==> src/rtl/bin_to_grey_if.sv <==
// bin_to_grey_if: binary input and Gray code outputs
// of the binary-to-Gray converter.
interface bin_to_grey_if #(
  parameter int WIDTH = 4
);
  logic [WIDTH-1:0] bin;
  logic [WIDTH-1:0] grey;
  logic [WIDTH-1:0] grey_q;
  logic [WIDTH-1:0] bin_dec;
  logic             first_q;
  logic             adjacent;
  logic             same;

  modport master (
    output bin,
    input  grey,
    input  grey_q,
    input  bin_dec,
    input  first_q,
    input  adjacent,
    input  same
  );

  modport slave (
    input  bin,
    output grey,
    output grey_q,
    output bin_dec,
    output first_q,
    output adjacent,
    output same
  );
endinterface

==> src/rtl/bin_to_grey.sv <==
// bin_to_grey: combinational Gray encode, registered
// copy, decode back to binary and one-bit-step check.
module bin_to_grey #(
  parameter int WIDTH = 4
) (
  input logic         clk,
  input logic         rst,
  bin_to_grey_if.slave bus
);
  localparam int CW = $clog2(WIDTH + 1);

  logic [WIDTH-1:0] w_grey;
  logic [WIDTH-1:0] w_diff;
  logic [WIDTH-1:0] w_bin_dec;
  logic [CW-1:0]    w_cnt;
  logic [WIDTH-1:0] r_grey_q;
  logic             r_first;

  assign w_grey = bus.bin ^ (bus.bin >> 1);

  // capture the Gray code; r_first marks a valid capture
  always_ff @(posedge clk) begin
    if (rst) begin
      r_grey_q <= '0;
      r_first  <= 1'b0;
    end else begin
      r_grey_q <= w_grey;
      r_first  <= 1'b1;
    end
  end

  // bit i of the binary value is the XOR of Gray bits i..MSB
  for (genvar i = 0; i < WIDTH; i++) begin : g_dec
    assign w_bin_dec[i] = ^(r_grey_q >> i);
  end

  assign w_diff = w_grey ^ r_grey_q;

  // population count of the changed bits
  always_comb begin
    w_cnt = '0;
    for (int i = 0; i < WIDTH; i++) begin
      w_cnt = w_cnt + CW'(w_diff[i]);
    end
  end

  assign bus.grey     = w_grey;
  assign bus.grey_q   = r_grey_q;
  assign bus.bin_dec  = w_bin_dec;
  assign bus.first_q  = r_first;
  assign bus.adjacent = r_first && (w_cnt == CW'(1));
  assign bus.same     = r_first && (w_diff == '0);
endmodule

==> src/flat_wrapper.sv <==
// flat-port wrapper written by rule: the top's interface ports become plain ports
module bin_to_grey_flat 
#(
  parameter int WIDTH = 4
)
  (clk, rst, bus_bin, bus_grey, bus_grey_q, bus_bin_dec, bus_first_q, bus_adjacent, bus_same);
  bin_to_grey_if #(.WIDTH(WIDTH)) bus_i ();
  input logic clk;
  input logic rst;
  input wire logic [$bits(bus_i.bin)-1:0] bus_bin;
  output wire logic [$bits(bus_i.grey)-1:0] bus_grey;
  output wire logic [$bits(bus_i.grey_q)-1:0] bus_grey_q;
  output wire logic [$bits(bus_i.bin_dec)-1:0] bus_bin_dec;
  output wire logic [$bits(bus_i.first_q)-1:0] bus_first_q;
  output wire logic [$bits(bus_i.adjacent)-1:0] bus_adjacent;
  output wire logic [$bits(bus_i.same)-1:0] bus_same;
  assign bus_i.bin = bus_bin;
  assign bus_grey = bus_i.grey;
  assign bus_grey_q = bus_i.grey_q;
  assign bus_bin_dec = bus_i.bin_dec;
  assign bus_first_q = bus_i.first_q;
  assign bus_adjacent = bus_i.adjacent;
  assign bus_same = bus_i.same;
  bin_to_grey #(.WIDTH(WIDTH)) u_core (.clk(clk), .rst(rst), .bus(bus_i));
endmodule
==> config.mk <==
export PLATFORM = sky130hd
export DESIGN_NAME = bin_to_grey_flat
export DESIGN_NICKNAME = d
export VERILOG_FILES = /design/src/rtl/bin_to_grey_if.sv /design/src/rtl/bin_to_grey.sv /design/src/flat_wrapper.sv
export SDC_FILE = /design/constraint.sdc
export NUM_CORES = 1
export LEC_CHECK = 0
export BUFFER_PORTS_ARGS = -buffer_cell sky130_fd_sc_hd__buf_2
export CAP_MARGIN = 25
export CORE_AREA = 2 2 39 41
export DETAILED_ROUTE_END_ITERATION = 7
export DIE_AREA = 0 0 41 43
export PLACE_DENSITY = 0.64
export SLEW_MARGIN = 20
export SYNTH_ARGS = -nofsm -noshare
export SYNTH_HDL_FRONTEND = slang
export SYNTH_SLANG_ARGS = --single-unit
export TNS_END_PERCENT = 20
==> constraint.sdc <==
create_clock -name clk -period 3.9 [get_ports clk]
set_clock_uncertainty 0.05 [all_clocks]
set_input_delay 0.195 -clock clk [delete_from_list [all_inputs] [get_ports clk]]
set_output_delay 0.195 -clock clk [all_outputs]
set_load 0.02 [all_outputs]
=== Yosys cells after proc, flatten, opt, wreduce, memory -nomap -nowiden ===
Cells that the tools add are included.

* Add/subtract/negate cells: 3
* Equality and inequality tests: 1
* Mux-type cells: 1
* Bitwise logic cells: 2
* Reductions and logical operators: 7

{| class="wikitable"
|+ Operator list
! kind !! count
|-
| $reduce_xor 4->1 || 4
|-
| $add 3x1->3 || 2
|-
| $logic_not 4->1 || 1
|-
| $xor 4x3->4 || 1
|-
| $xor 4x4->4 || 1
|-
| $eq 3x1->1 const B || 1
|-
| $add 1x1->2 || 1
|-
| $logic_and 1x1->1 || 2
|-
| $mux 1 || 1
|}

* Register bits after elaboration: 5
* Input port bits: 6
* Output and inout bits: 15
* Logic and storage cells: 16

=== Depth between registers and ports, before layout ===
Gate-level depths: netlist (run 1).

* Word-level depth: 7
* Depth in mapped cells: 9
* Gate-level depth less buffers: 9

=== Least setup slack after synthesis (run 1) ===
No wires, ideal clock.

* Path kind: input to output
* From: input port bus_bin[1]
* To: output port bus_adjacent
* Arrival: 2.429 ns
* Setup slack: 1.226 ns
* Stages on the path: 9
* Path buffers: 0
* Path through: xnor2_1 inv_1 xnor2_1 ha_1 inv_1 fa_1 inv_1 ha_1 nor4b_1

* Longest elaborated chain between the ends: 7

{| class="wikitable"
|+ RTL lines
! item !! RTL line !! text
|-
| start, declared || flat_wrapper.sv:10 || <nowiki>input wire logic [$bits(bus_i.bin)-1:0] bus_bin;</nowiki>
|-
| $xor 4x3->4 || bin_to_grey.sv:19 || <nowiki>assign w_grey = bus.bin ^ (bus.bin >> 1);</nowiki>
|-
| via bus_grey[0] || flat_wrapper.sv:11 || <nowiki>output wire logic [$bits(bus_i.grey)-1:0] bus_grey;</nowiki>
|-
| $xor 4x4->4 || bin_to_grey.sv:37 || <nowiki>assign w_diff = w_grey ^ r_grey_q;</nowiki>
|-
| $add 1x1->2 || bin_to_grey.sv:43 || <nowiki>w_cnt = w_cnt + CW'(w_diff[i]);</nowiki>
|-
| $add 3x1->3 (2 in a row) || bin_to_grey.sv:43 ||
|-
| $eq 3x1->1 || bin_to_grey.sv:51 || <nowiki>assign bus.adjacent = r_first && (w_cnt == CW'(1));</nowiki>
|-
| $logic_and 1x1->1 || bin_to_grey.sv:51 ||
|-
| end, declared || flat_wrapper.sv:15 || <nowiki>output wire logic [$bits(bus_i.adjacent)-1:0] bus_adjacent;</nowiki>
|}

The timed path passes the listed nets, and every way through them passes these cells.

=== Worst setup path in the final report (run 1) ===
* From: input port bus_bin[2]
* To: output port bus_adjacent

* Longest elaborated chain between the ends: 7

{| class="wikitable"
|+ RTL lines
! item !! RTL line
|-
| $xor 4x3->4 (*) || bin_to_grey.sv:19
|-
| $xor 4x4->4 (*) || bin_to_grey.sv:37
|-
| $add 1x1->2 || bin_to_grey.sv:43
|-
| $add 3x1->3 (*) (2 in a row) || bin_to_grey.sv:43
|-
| $eq 3x1->1 (*) || bin_to_grey.sv:51
|-
| $logic_and 1x1->1 (*) || bin_to_grey.sv:51
|}

Every way passes the cells marked *; elsewhere a longest branch is shown, timed or not.

==> flow_summary.html, run 1 <==
<table>
<tr><th>Metric</th><th>Value</th></tr>
<tr><th colspan="2">Status</th></tr>
<tr><td>Outcome</td><td>complete, no violations</td></tr>
<tr><th colspan="2">Yosys</th></tr>
<tr><td>Total standard cell area after synthesis</td><td>~350 um^2</td></tr>
<tr><td>Main combinational cell family by area after synthesis</td><td>XOR/XNOR gates</td></tr>
<tr><td>Compound-gate portion of the synthesized area</td><td>under 10%</td></tr>
<tr><td>Synth warnings</td><td>0</td></tr>
<tr><td>Unique cell type count in the Yosys netlist</td><td>15</td></tr>
<tr><td>Flip-flop and latch count after synthesis</td><td>5</td></tr>
<tr><td>Nets in the synthesized netlist</td><td>48</td></tr>
<tr><td>Average cell area after synthesis</td><td>a little over 9 um^2</td></tr>
<tr><td>Share of synthesized cell area in and, or, nand and nor gates</td><td>between 10% and 20%</td></tr>
<tr><td>Share of synthesized cell area in full adder, half adder and majority cells</td><td>between 10% and 20%</td></tr>
<tr><td>Post-synthesis sequential area ratio</td><td>slightly below 30%</td></tr>
<tr><td>Proportion of synthesized area in mux cells</td><td>0%</td></tr>
<tr><td>Parity-gate share of the synthesized area counting xor and xnor cells</td><td>~28%</td></tr>
<tr><td>Number of standard cells after synthesis</td><td>38</td></tr>
<tr><th colspan="2">Placement</th></tr>
<tr><td>Count of input and output buffers</td><td>20</td></tr>
<tr><td>Cell Area, Placed</td><td>roughly 450 um^2</td></tr>
<tr><td>Gp weighted congestion</td><td>0.644</td></tr>
<tr><td>Inst Count DP</td><td>72</td></tr>
<tr><td>Post-Place Setup Slack</td><td>1.35 ns</td></tr>
<tr><th colspan="2">Layout</th></tr>
<tr><td>Post-route design area</td><td>between 400 and 500 um^2</td></tr>
<tr><td>Fin nets</td><td>about 70</td></tr>
<tr><td>Finished Core Util</td><td>34.4%</td></tr>
<tr><td>Area delta synth-&gt;final</td><td>38.0%</td></tr>
<tr><td>Fraction of final layout cells sized beyond drive strength 1</td><td>roughly 40%</td></tr>
<tr><td>Antenna diodes</td><td>0</td></tr>
<tr><td>Final non-filler cell total</td><td>76</td></tr>
<tr><th colspan="2">Power and ir drop</th></tr>
<tr><td>Power spent charging and discharging nets</td><td>roughly 0.077 mW</td></tr>
<tr><td>Proportion of power drawn by the clock network</td><td>between 20 and 30%</td></tr>
<tr><td>Power Total</td><td>a little over 0.2 mW</td></tr>
<tr><td>Reported leakage power</td><td>0.265 nW</td></tr>
<tr><td>Combinational fraction of design power</td><td>42.2%</td></tr>
<tr><td>Total power divided by cell area</td><td>approximately 430 mW/mm^2</td></tr>
<tr><td>Internal power</td><td>roughly 0.13 mW</td></tr>
<tr><td>Sequential power share</td><td>between 20 and 30%</td></tr>
<tr><td>Worst IR drop on VDD</td><td>0.148 mV</td></tr>
<tr><td>Fraction of power spent switching nets</td><td>37.7%</td></tr>
<tr><th colspan="2">Floorplanning</th></tr>
<tr><td>Chip Width</td><td>~41 um</td></tr>
<tr><td>Total number of placement rows</td><td>14</td></tr>
<tr><td>Starting density of the core</td><td>approximately 25%</td></tr>
<tr><td>DIE HEIGHT</td><td>between 40 and 50 um</td></tr>
<tr><td>Io pins</td><td>21</td></tr>
<tr><td>Full die area</td><td>0.00176 mm^2</td></tr>
<tr><td>Core area</td><td>between 0.001 and 0.0015 mm^2</td></tr>
<tr><th colspan="2">Route</th></tr>
<tr><td>Routed length per placed instance</td><td>7.96 um</td></tr>
<tr><td>Routed via count</td><td>slightly below 300</td></tr>
<tr><td>1st-iter DRT viols</td><td>1</td></tr>
<tr><td>Number of search-and-repair iterations in the first detailed-routing pass</td><td>2</td></tr>
<tr><td>Number of nets with antenna violations after detailed routing</td><td>0</td></tr>
<tr><td>DRC errors left</td><td>0</td></tr>
<tr><td>Final wirelength</td><td>just over 600 um</td></tr>
<tr><td>Vias per inst</td><td>3.83</td></tr>
<tr><th colspan="2">Setup path</th></tr>
<tr><td>Arrival @ worst endpoint</td><td>about 2.3 ns</td></tr>
<tr><td>Type of destination of the critical path</td><td>output pin</td></tr>
<tr><td>Critical Setup Path Class</td><td>in2out</td></tr>
<tr><td>Kind of start point of the critical path</td><td>input port</td></tr>
<tr><td>Worst path required time</td><td>about 3.7 ns</td></tr>
<tr><td>Critical Path Fanout Max</td><td>3</td></tr>
<tr><td>Cell breakdown of the critical path</td><td>buf_2 &gt; xnor2_1 &gt; xnor2_1 &gt; inv_1 &gt; ha_1 &gt; inv_1 &gt; fa_1 &gt; inv_1 &gt; ha_1 &gt; nor4b_1 &gt; buf_2</td></tr>
<tr><td>Crit-path most repeated cell</td><td>sky130_fd_sc_hd__inv_1</td></tr>
<tr><td>Cell class contributing the biggest share of worst-path delay</td><td>adder cells</td></tr>
<tr><td>Sum of buffers and inverters on the critical path</td><td>5</td></tr>
<tr><td>CP max stage cell</td><td>sky130_fd_sc_hd__fa_1</td></tr>
<tr><td>Peak per-stage delay on the critical path</td><td>0.37 ns</td></tr>
<tr><th colspan="2">Clock network</th></tr>
<tr><td>Gates resized, CTS repair</td><td>0</td></tr>
<tr><td>Hold buffer count at cts</td><td>0</td></tr>
<tr><td>Clk slew on worst S/H paths</td><td>approximately 0.04 ns</td></tr>
<tr><td>Post-CTS setup buffer count</td><td>0</td></tr>
<tr><td>Count of H-tree levels built during CTS</td><td>1</td></tr>
<tr><td>Clock root buffer</td><td>sky130_fd_sc_hd__clkbuf_4</td></tr>
<tr><td>Clock Sinks</td><td>5</td></tr>
<tr><td>Max Buffers Root-to-Sink</td><td>2</td></tr>
<tr><td>TritonCTS clock tree</td><td>built</td></tr>
<tr><td>Number of buffers added by the clock tree synthesis step</td><td>3</td></tr>
<tr><th colspan="2">Global routing</th></tr>
<tr><td>Overflow left after global routing</td><td>0</td></tr>
<tr><td>First-pass GRT wire length</td><td>1.05 mm</td></tr>
<tr><td>Number of global-route vias before repair</td><td>between 200 and 300</td></tr>
<tr><td>All-Layer GR Usage</td><td>8.96%</td></tr>
<tr><td>Initial antenna violation count</td><td>0</td></tr>
<tr><td>Largest net degree at the start of global routing</td><td>7</td></tr>
<tr><th colspan="2">Flow run</th></tr>
<tr><td>Number of maximum-capacitance violations</td><td>0</td></tr>
<tr><th colspan="2">Min path</th></tr>
<tr><td>Hold WC Path Type</td><td>in2reg</td></tr>
<tr><th colspan="2">Timing</th></tr>
<tr><td>Tmin final</td><td>2.55 ns</td></tr>
<tr><td>Total count of hold-check failures in the final report</td><td>0</td></tr>
<tr><td>Actual transition at the worst max-transition pin</td><td>around 0.3 ns</td></tr>
<tr><td>Final slew viol count</td><td>0</td></tr>
<tr><td>Fin Setup TNS</td><td>0 ns</td></tr>
<tr><td>Final Worst Setup Slack</td><td>between 1 and 1.5 ns</td></tr>
<tr><td>Timing-limited maximum frequency</td><td>0.392 GHz</td></tr>
<tr><td>Share of the cycle needed by the critical path after routing</td><td>roughly two thirds</td></tr>
<tr><td>Hold slack final</td><td>0.117 ns</td></tr>
<tr><td>Final setup violation count</td><td>0</td></tr>
<tr><td>RSZ-0062 raised after global routing</td><td>false</td></tr>
<tr><td>Slew Limit Headroom</td><td>about 80%</td></tr>
</table>
==> cell usage in the layout, fill, tap and decap left out, types with 2 or more instances in the layout <==
master                     instances
sky130_fd_sc_hd__dfxtp_1           5
sky130_fd_sc_hd__inv_1             7
sky130_fd_sc_hd__nor2_1            2
sky130_fd_sc_hd__xor2_1            5
sky130_fd_sc_hd__clkbuf_4          3
sky130_fd_sc_hd__buf_2            20
sky130_fd_sc_hd__xnor2_1           6
sky130_fd_sc_hd__ha_1              3
==> power groups by stage <==
stage	clock [mW]	sequential (mW)	combinational, mW
3_3_place_gp	0	0.0599	0.0877
4_1_cts	0.0614	0.0591	0.0884
3_5_place_dp	0	0.0600	0.0881
5_1_grt	0.0629	0.0596	0.0997
2_1_floorplan	0	0.0641	0.0584
6_report	0.0594	0.0589	0.0864
==> kinds of logic (layout without fill, tap and decap cells) <==
kind of cell / count (synthesis) / count (layout)
buffers and inverters: 9 / 31
xor gates and xnor gates: 11 / 11
adders and majority gates: 4 / 4
DFF: 5 / 5
and+or+nand+nor: 8 / 8
AOI/OAI and AO/OA: 1 / 1
==> metal layers <==
metal | global-route usage [%] | vias up | routed length, um
met1 | 9.42 | 127 | 250
li1 | - | 156 | -
met2 | 15.0 | 8 | 313
met4 | 6.00 | 0 | 0
met3 | 1.57 | 0 | 41
met5 | 0 | - | 0
==> synth_stat cells <==
cell,n,share of area (%)
sky130_fd_sc_hd__nor2_1,2,2.2
sky130_fd_sc_hd__xnor2_1,6,15
sky130_fd_sc_hd__dfxtp_1,5,29
sky130_fd_sc_hd__buf_4,2,4.3
sky130_fd_sc_hd__fa_1,1,5.8
sky130_fd_sc_hd__xor2_1,5,13
sky130_fd_sc_hd__nand3_1,1,1.4
sky130_fd_sc_hd__nor2b_1,1,1.8
sky130_fd_sc_hd__inv_1,7,7.6
sky130_fd_sc_hd__nand2_1,1,1.1
sky130_fd_sc_hd__and2_1,1,1.8
sky130_fd_sc_hd__a21oi_1,1,1.4
sky130_fd_sc_hd__or3_2,1,2.2
sky130_fd_sc_hd__nor4b_1,1,2.5
sky130_fd_sc_hd__ha_1,3,11
==> final timing paths <==
kind,from,endpoint,slack (ns),cells after the start
worst min-delay path,rst,u_core.bus.grey_q[3]$_SDFF_PP0_,0.12,2
worst max-delay path,bus_bin[2],bus_adjacent,1.35,11
==> final cells by class <==
cell class,count,area [um^2]
fillers,148,907
multi-input cells,24,204
flip-flops and latches,5,100
repair buffers,20,100
clock buffers,4,26.3
inverters,7,26.3
well taps,16,20.0
==> state kept, by name (all words and copies together) (netlist names) <==
signal              flops
u_core.bus.grey_q       4
u_core.bus.first_q      1
(Power assumes the default switching activity.)
==> run 2: changes to the inputs <==
- clock period: 3.9 -> 2.4 ns (I/O delays scaled with it)
==> run 2 against run 1 <==
  * Sequential share of layout area is 0.80 points lower
  * Wire length is 23% higher
  * Worst setup slack worse by 1.3 ns
  * First-iteration DRC count grew to 4.0 times the previous value
  * Via count is 6.2% higher
  * Cell area is 7.9% higher
  * Core utilization is 2.7 points higher
  * Power is 78% higher
  * Critical path depth is 2 lower
  * Non-clock buffer count is 2 higher
  * Sequential power is 64% higher
  * Largest cell class unchanged
==> flow_summary.html, run 2 (same netlist as run 1, synthesis figures left out) <==
<table>
<tr><th>Metric</th><th>Value</th></tr>
<tr><th colspan="2">Placement</th></tr>
<tr><td>Post-DP HPWL</td><td>about 650 um</td></tr>
<tr><td>Cell Area, Placed</td><td>464 um^2 (+3.1%)</td></tr>
<tr><td>Gp weighted congestion</td><td>0.629 (-2.4%)</td></tr>
<tr><td>Count of input and output buffers</td><td>20 (unchanged)</td></tr>
<tr><th colspan="2">Route</th></tr>
<tr><td>Number of search-and-repair iterations in the first detailed-routing pass</td><td>4 (+2)</td></tr>
<tr><td>DRC errors left</td><td>0 (unchanged)</td></tr>
<tr><td>Routed length per placed instance</td><td>9.58 um (+20%)</td></tr>
<tr><td>Number of nets with antenna violations after detailed routing</td><td>0 (unchanged)</td></tr>
<tr><td>Routed via count</td><td>309 (+6.2%)</td></tr>
<tr><td>1st-iter DRT viols</td><td>4 (+3)</td></tr>
<tr><td>Vias per inst</td><td>3.96 (+3.5%)</td></tr>
<tr><td>Final wirelength</td><td>747 um (+23%)</td></tr>
<tr><th colspan="2">Layout</th></tr>
<tr><td>Antenna diodes</td><td>0 (unchanged)</td></tr>
<tr><td>Top library cells by usage in the layout, fill and taps aside</td><td>sky130_fd_sc_hd__buf_2 (19), sky130_fd_sc_hd__inv_1 (6), sky130_fd_sc_hd__xnor2_1 (5), sky130_fd_sc_hd__xor2_1 (5), sky130_fd_sc_hd__dfxtp_1 (4)</td></tr>
<tr><td>Max reg flops</td><td>4 (unchanged)</td></tr>
<tr><td>Fin nets</td><td>73 (+2.8%)</td></tr>
<tr><td>Filler Cells Inserted</td><td>152 (+2.7%)</td></tr>
<tr><td>Post-route design area</td><td>514 um^2 (+7.9%)</td></tr>
<tr><td>Finished Core Util</td><td>37.2% (+2.7 points)</td></tr>
<tr><td>Fraction of final layout cells sized beyond drive strength 1</td><td>50.0% (+10 points)</td></tr>
<tr><td>Most common cell after layout, fill and taps aside</td><td>sky130_fd_sc_hd__buf_2</td></tr>
<tr><td>Total area of multi-input combinational cells</td><td>220 um^2 (+8.0%)</td></tr>
<tr><td>Register Area</td><td>104 um^2 (+3.8%)</td></tr>
<tr><td>Area delta synth-&gt;final</td><td>48.9%</td></tr>
<tr><th colspan="2">Timing</th></tr>
<tr><td>Slew Limit Headroom</td><td>79.0% (-0.55 points)</td></tr>
<tr><td>Timing-limited maximum frequency</td><td>0.424 GHz</td></tr>
<tr><td>Final slew viol count</td><td>0 (unchanged)</td></tr>
<tr><td>Total count of hold-check failures in the final report</td><td>0 (unchanged)</td></tr>
<tr><td>Tmin final</td><td>between 2 and 2.5 ns</td></tr>
<tr><td>Hold slack final</td><td>0.0243 ns (-0.0928 ns)</td></tr>
<tr><td>Share of the cycle needed by the critical path after routing</td><td>98.2%</td></tr>
<tr><td>Final setup violation count</td><td>0 (unchanged)</td></tr>
<tr><td>Actual transition at the worst max-transition pin</td><td>0.313 ns (+0.00815 ns)</td></tr>
<tr><th colspan="2">Setup path</th></tr>
<tr><td>Critical Path Fanout Max</td><td>3 (unchanged)</td></tr>
<tr><td>Arrival @ worst endpoint</td><td>2.19 ns (-0.12 ns)</td></tr>
<tr><td>Critical Setup Path Class</td><td>reg2out</td></tr>
<tr><td>First element of the critical path</td><td>u_core.bus.grey_q[1]$_SDFF_PP0_</td></tr>
<tr><td>CP max stage cell</td><td>sky130_fd_sc_hd__dfxtp_4</td></tr>
<tr><td>Kind of start point of the critical path</td><td>flop</td></tr>
<tr><td>Worst path required time</td><td>2.23 ns (-1.42 ns)</td></tr>
<tr><td>Cell breakdown of the critical path</td><td>xnor2_2 &gt; inv_1 &gt; ha_1 &gt; inv_1 &gt; fa_2 &gt; inv_2 &gt; ha_1 &gt; nor4b_2 &gt; buf_4</td></tr>
<tr><td>Sum of buffers and inverters on the critical path</td><td>4 (-1)</td></tr>
<tr><td>Peak per-stage delay on the critical path</td><td>0.35 ns (-0.02 ns)</td></tr>
<tr><td>Cell class contributing the biggest share of worst-path delay</td><td>adder cells</td></tr>
<tr><td>Type of destination of the critical path</td><td>output pin</td></tr>
<tr><th colspan="2">Power and ir drop</th></tr>
<tr><td>Reported leakage power</td><td>0.280 nW (+5.8%)</td></tr>
<tr><td>Combinational fraction of design power</td><td>46.5% (+4.3 points)</td></tr>
<tr><td>Total power divided by cell area</td><td>709 mW/mm^2 (+65%)</td></tr>
<tr><td>Sequential power share</td><td>26.5% (-2.3 points)</td></tr>
<tr><td>Proportion of power drawn by the clock network</td><td>27.0% (-2.0 points)</td></tr>
<tr><td>Worst IR drop on VDD</td><td>0.237 mV (+60%)</td></tr>
<tr><td>Power spent charging and discharging nets</td><td>0.139 mW (+80%)</td></tr>
<tr><td>Fraction of power spent switching nets</td><td>38.1% (+0.41 points)</td></tr>
<tr><td>Internal power</td><td>0.226 mW (+77%)</td></tr>
<tr><th colspan="2">Clock network</th></tr>
<tr><td>Count of H-tree levels built during CTS</td><td>1 (unchanged)</td></tr>
<tr><td>Clk slew on worst S/H paths</td><td>0.04 ns (about the same)</td></tr>
<tr><td>TritonCTS clock tree</td><td>built</td></tr>
<tr><td>Number of buffers added by the clock tree synthesis step</td><td>3 (unchanged)</td></tr>
<tr><td>Hold buffer count at cts</td><td>0 (unchanged)</td></tr>
<tr><td>Clock Sinks</td><td>5 (unchanged)</td></tr>
<tr><td>Max Buffers Root-to-Sink</td><td>2 (unchanged)</td></tr>
<tr><td>Clock root buffer</td><td>sky130_fd_sc_hd__clkbuf_4</td></tr>
<tr><th colspan="2">Global routing</th></tr>
<tr><td>Initial antenna violation count</td><td>0 (unchanged)</td></tr>
<tr><td>Number of global-route vias before repair</td><td>305 (+5.5%)</td></tr>
<tr><td>Overflow left after global routing</td><td>0 (unchanged)</td></tr>
<tr><td>Largest net degree at the start of global routing</td><td>7 (unchanged)</td></tr>
<tr><td>First-pass GRT wire length</td><td>1.22 mm (+17%)</td></tr>
<tr><td>All-Layer GR Usage</td><td>10.7% (+1.7 points)</td></tr>
<tr><th colspan="2">Floorplanning</th></tr>
<tr><td>Full die area</td><td>0.00176 mm^2 (unchanged)</td></tr>
<tr><td>Starting density of the core</td><td>25.0% (unchanged)</td></tr>
<tr><td>DIE HEIGHT</td><td>43 um (unchanged)</td></tr>
<tr><td>Total number of placement rows</td><td>14 (unchanged)</td></tr>
<tr><td>Chip Width</td><td>41 um (unchanged)</td></tr>
<tr><td>Core area</td><td>0.00138 mm^2 (unchanged)</td></tr>
<tr><td>Io pins</td><td>21 (unchanged)</td></tr>
<tr><th colspan="2">Min path</th></tr>
<tr><td>Worst hold start</td><td>rst</td></tr>
<tr><td>Hold WC Path Type</td><td>in2reg</td></tr>
<tr><th colspan="2">Status</th></tr>
<tr><td>Outcome</td><td>complete, no violations</td></tr>
<tr><th colspan="2">Flow run</th></tr>
<tr><td>Number of maximum-capacitance violations</td><td>0 (unchanged)</td></tr>
</table>
## run 2: metrics by stage
stage          std cells  setup TNS (ns)  worst slack, ns  total power [mW]
2_1_floorplan         38               0           0.0643             0.208
3_3_place_gp          73               0           0.0632             0.250
3_5_place_dp          73               0           0.0374             0.257
4_1_cts               77               0           0.0414             0.362
5_1_grt               78         -0.0119          -0.0119             0.389
6_report              78               0           0.0429             0.365
## run 2: cell type report
class / instances / area share [%]
Multi-Input combinational cell: 24 / 42.8
Clock buffer: 4 / 5.11
Sequential cell: 5 / 20.2
Timing Repair Buffer: 22 / 22.9
Tap cell: 16 / 3.89
Inverter: 7 / 5.11
## run 2: final timing paths
check	endpoint	cells past startpoint	slack, ns
max	bus_adjacent	9	0.04
min	u_core.bus.grey_q[1]$_SDFF_PP0_	2	0.02
## run 2: timing repair
action / in CTS / in global routing
resized for setup: 4 / 2
cloned: 0 / 0
setup endpoints to repair: 1 / 1
buffers inserted: 0 / 1
pin swaps: 2 / 3
## run 2: per-layer routing
| layer | routed length [um] | global-route usage [%] | share of wire [%] | up-vias |
|---|---|---|---|---|
| met3 | 47 | 4.71 | 6.3 | 2 |
| met2 | 413 | 17.2 | 55 | 11 |
| li1 | - | - | - | 162 |
| met5 | 0 | 0 | 0 | - |
| met1 | 265 | 10.7 | 35 | 134 |
| met4 | 20 | 6.00 | 2.7 | 0 |
## run 2: power groups by stage
stage	clock, mW	sequential [mW]	combinational [mW]
2_1_floorplan	0	0.104	0.104
3_3_place_gp	0	0.0973	0.153
3_5_place_dp	0	0.0979	0.159
4_1_cts	0.0999	0.0968	0.165
5_1_grt	0.105	0.0978	0.186
6_report	0.0985	0.0967	0.170
==> run 3: changes to the inputs <==
- CELL_PAD_IN_SITES_DETAIL_PLACEMENT: default -> 1
- CELL_PAD_IN_SITES_GLOBAL_PLACEMENT: default -> 2
- CORE_AREA: 2 2 39 41 -> default
- CORE_MARGIN: default -> 2
- CORE_UTILIZATION: default -> 21
- DIE_AREA: 0 0 41 43 -> default
- PLACE_DENSITY: 0.64 -> 0.84
==> run 3 against run 2 <==
  * Critical path depth unchanged
  * Via count rose by 9.7%
  * Sequential share of layout area is 2.8 points lower
  * Non-clock buffer count increased by 3
  * Worst hold slack gained 0.0026 ns
  * First-iteration DRC count is 75% lower
  * Sequential power up 1%
  * Worst setup slack improved by 0.042 ns
  * Cell area up 16%
  * Power increased by 15%
  * Highest routed layer unchanged
==> flow_summary.html, run 3 (same netlist as run 1, synthesis figures left out) <==
<table>
<tr><th>Metric</th><th>Value</th></tr>
<tr><th colspan="2">Floorplanning</th></tr>
<tr><td>Total number of placement rows</td><td>14 (unchanged)</td></tr>
<tr><td>Chip Width</td><td>44.6 um (+8.7%)</td></tr>
<tr><td>Core area</td><td>0.00152 mm^2 (+10%)</td></tr>
<tr><td>Io pins</td><td>21 (unchanged)</td></tr>
<tr><td>Starting density of the core</td><td>22.7% (-2.3 points)</td></tr>
<tr><td>DIE HEIGHT</td><td>44.6 um (+3.6%)</td></tr>
<tr><td>Full die area</td><td>0.00198 mm^2 (+13%)</td></tr>
<tr><th colspan="2">Timing</th></tr>
<tr><td>Share of the cycle needed by the critical path after routing</td><td>96.5% (-1.8 points)</td></tr>
<tr><td>Final setup violation count</td><td>0 (unchanged)</td></tr>
<tr><td>Total count of hold-check failures in the final report</td><td>0 (unchanged)</td></tr>
<tr><td>Fin Setup TNS</td><td>0 ns (unchanged)</td></tr>
<tr><td>Actual transition at the worst max-transition pin</td><td>0.319 ns (+0.00574 ns)</td></tr>
<tr><td>Tmin final</td><td>2.31 ns (-0.0422 ns)</td></tr>
<tr><td>Slew Limit Headroom</td><td>78.6% (-0.34 points)</td></tr>
<tr><td>Final slew viol count</td><td>0 (unchanged)</td></tr>
<tr><td>RSZ-0062 raised after global routing</td><td>false</td></tr>
<tr><td>Timing-limited maximum frequency</td><td>0.432 GHz (+1.8%)</td></tr>
<tr><th colspan="2">Route</th></tr>
<tr><td>Routed via count</td><td>339 (+9.7%)</td></tr>
<tr><td>Met2 routed WL</td><td>433 um (+4.8%)</td></tr>
<tr><td>Routed length per placed instance</td><td>10.9 um (+13%)</td></tr>
<tr><td>Number of search-and-repair iterations in the first detailed-routing pass</td><td>2 (-2)</td></tr>
<tr><td>Highest routing layer actually used</td><td>met4</td></tr>
<tr><td>DRC errors left</td><td>0 (unchanged)</td></tr>
<tr><td>Final wirelength</td><td>880 um (+18%)</td></tr>
<tr><td>Met1 Routed Length</td><td>359 um (+35%)</td></tr>
<tr><td>Number of nets with antenna violations after detailed routing</td><td>0 (unchanged)</td></tr>
<tr><td>Met3 wire length</td><td>69 um (+47%)</td></tr>
<tr><td>1st-iter DRT viols</td><td>1 (-3)</td></tr>
<tr><td>Vias per inst</td><td>4.19 (+5.6%)</td></tr>
<tr><th colspan="2">Clock network</th></tr>
<tr><td>Number of buffers added by the clock tree synthesis step</td><td>3 (unchanged)</td></tr>
<tr><td>Clock root buffer</td><td>sky130_fd_sc_hd__clkbuf_4</td></tr>
<tr><td>TritonCTS clock tree</td><td>built</td></tr>
<tr><td>Clock Sinks</td><td>5 (unchanged)</td></tr>
<tr><td>Hold buffer count at cts</td><td>0 (unchanged)</td></tr>
<tr><td>Clk slew on worst S/H paths</td><td>0.04 ns (about the same)</td></tr>
<tr><td>Max Buffers Root-to-Sink</td><td>2 (unchanged)</td></tr>
<tr><td>Count of H-tree levels built during CTS</td><td>1 (unchanged)</td></tr>
<tr><th colspan="2">Power and ir drop</th></tr>
<tr><td>Total power divided by cell area</td><td>705 mW/mm^2 (-0.65%)</td></tr>
<tr><td>Worst IR drop on VDD</td><td>0.201 mV (-15%)</td></tr>
<tr><td>Reported leakage power</td><td>0.309 nW (+10%)</td></tr>
<tr><td>Power Total</td><td>0.421 mW (+15%)</td></tr>
<tr><th colspan="2">Placement</th></tr>
<tr><td>Count of input and output buffers</td><td>20 (unchanged)</td></tr>
<tr><td>Gp weighted congestion</td><td>0.649 (+3.3%)</td></tr>
<tr><td>Post-DP HPWL</td><td>705 um (+8.5%)</td></tr>
<tr><td>Cell Area, Placed</td><td>472 um^2 (+1.6%)</td></tr>
<tr><th colspan="2">Global routing</th></tr>
<tr><td>Initial antenna violation count</td><td>0 (unchanged)</td></tr>
<tr><td>Number of global-route vias before repair</td><td>335 (+9.8%)</td></tr>
<tr><td>First-pass GRT wire length</td><td>1.31 mm (+7.4%)</td></tr>
<tr><td>All-Layer GR Usage</td><td>9.33% (-1.3 points)</td></tr>
<tr><td>Largest net degree at the start of global routing</td><td>7 (unchanged)</td></tr>
<tr><td>Overflow left after global routing</td><td>0 (unchanged)</td></tr>
<tr><th colspan="2">Setup path</th></tr>
<tr><td>Crit-path most repeated cell</td><td>sky130_fd_sc_hd__inv_2</td></tr>
<tr><td>Critical Setup Path Class</td><td>reg2out</td></tr>
<tr><td>Worst path required time</td><td>2.23 ns (about the same)</td></tr>
<tr><td>Kind of start point of the critical path</td><td>flop</td></tr>
<tr><td>Cell breakdown of the critical path</td><td>xnor2_4 &gt; inv_2 &gt; ha_4 &gt; inv_2 &gt; fa_2 &gt; inv_2 &gt; ha_4 &gt; nor4b_4 &gt; buf_4</td></tr>
<tr><td>CP max stage cell</td><td>sky130_fd_sc_hd__dfxtp_4</td></tr>
<tr><td>Type of destination of the critical path</td><td>output pin</td></tr>
<tr><td>Critical Path Fanout Max</td><td>3 (unchanged)</td></tr>
<tr><td>Arrival @ worst endpoint</td><td>2.14 ns (-0.05 ns)</td></tr>
<tr><td>Peak per-stage delay on the critical path</td><td>0.36 ns (about the same)</td></tr>
<tr><th colspan="2">Flow run</th></tr>
<tr><td>Number of maximum-capacitance violations</td><td>0 (unchanged)</td></tr>
<tr><th colspan="2">Min path</th></tr>
<tr><td>Hold WC Path Type</td><td>in2reg</td></tr>
<tr><td>Worst hold start</td><td>rst</td></tr>
<tr><td>Hold Path End</td><td>u_core.bus.grey_q[1]$_SDFF_PP0_</td></tr>
<tr><td>WHS Path Cells</td><td>2 (unchanged)</td></tr>
<tr><th colspan="2">Layout</th></tr>
<tr><td>Post-route design area</td><td>597 um^2 (+16%)</td></tr>
<tr><td>Filler Cells Inserted</td><td>184 (+21%)</td></tr>
<tr><td>Most common cell after layout, fill and taps aside</td><td>sky130_fd_sc_hd__buf_2</td></tr>
<tr><td>Top library cells by usage in the layout, fill and taps aside</td><td>sky130_fd_sc_hd__buf_2 (19), sky130_fd_sc_hd__buf_4 (6), sky130_fd_sc_hd__xor2_1 (5)</td></tr>
<tr><td>Fin nets</td><td>76 (+4.1%)</td></tr>
<tr><td>Max reg flops</td><td>4 (unchanged)</td></tr>
<tr><td>Antenna diodes</td><td>0 (unchanged)</td></tr>
<tr><td>Finished Core Util</td><td>39.2% (+2.0 points)</td></tr>
<tr><td>Fraction of final layout cells sized beyond drive strength 1</td><td>61.5% (+12 points)</td></tr>
<tr><td>Area delta synth-&gt;final</td><td>72.8%</td></tr>
<tr><th colspan="2">Status</th></tr>
<tr><td>Outcome</td><td>complete, no violations</td></tr>
</table>
[run 3: timing repair]
item	in CTS	in global routing
gates resized for setup	3	11
endpoints found under the hold margin	0	0
pin swaps	2	3
endpoints found under the setup margin	1	1
buffers inserted	1	2
[run 3: worst max-delay path: cells and delay by family, from the launching register on]
kind	cells	cell delay, ns
adders and majority gates	3	0.79
DFF	1	0.36
buffers and inverters	4	0.33
and+or+nand+nor	1	0.25
xor gates and xnor gates	1	0.17
[run 3: routing by layer]
metal	global-route usage, %	up-vias
met5	0	-
met4	9.09	0
met3	1.63	2
met2	14.5	15
met1	10.5	156
li1	-	166
[run 3: layout make-up]
cell class	count	area [um^2]	share of cell area (%)
inverters	7	26.3	4.40
clock buffers	4	26.3	4.40
flip-flops and latches	5	104	17.4
multi-input cells	24	280	47.0
repair buffers	25	140	23.5
well taps	16	20.0	3.35
[run 3: through the flow]
step | hold WS, ns | cells | setup slack [ns]
after CTS | 0.0168 | 79 | 0.0238
after floorplan | 0.138 | 38 | 0.0643
after global routing | 0.0343 | 81 | 0.0125
after global placement | 0.282 | 74 | 0.0848
final | 0.0269 | 81 | 0.0850
after detailed placement | 0.281 | 74 | 0.0198
[run 3: where the power goes]
part / switching (mW) / internal (mW) / total (mW)
Sequential: 0.00880 / 0.0893 / 0.0981
Clock: 0.0334 / 0.0628 / 0.0962
Combinational: 0.117 / 0.109 / 0.226
Total: 0.160 / 0.261 / 0.421
[run 3: worst max-delay path by stage]
stage / from / endpoint / depth (start not counted)
floorplan: u_core.bus.grey_q[1]$_SDFF_PP0_ / bus_adjacent / 8
global placement: bus_bin[2] / bus_adjacent / 11
detailed placement: bus_bin[2] / bus_adjacent / 11
CTS: u_core.bus.grey_q[1]$_SDFF_PP0_ / bus_adjacent / 9
global route: u_core.bus.grey_q[1]$_SDFF_PP0_ / bus_adjacent / 9
finish: u_core.bus.grey_q[1]$_SDFF_PP0_ / bus_adjacent / 9
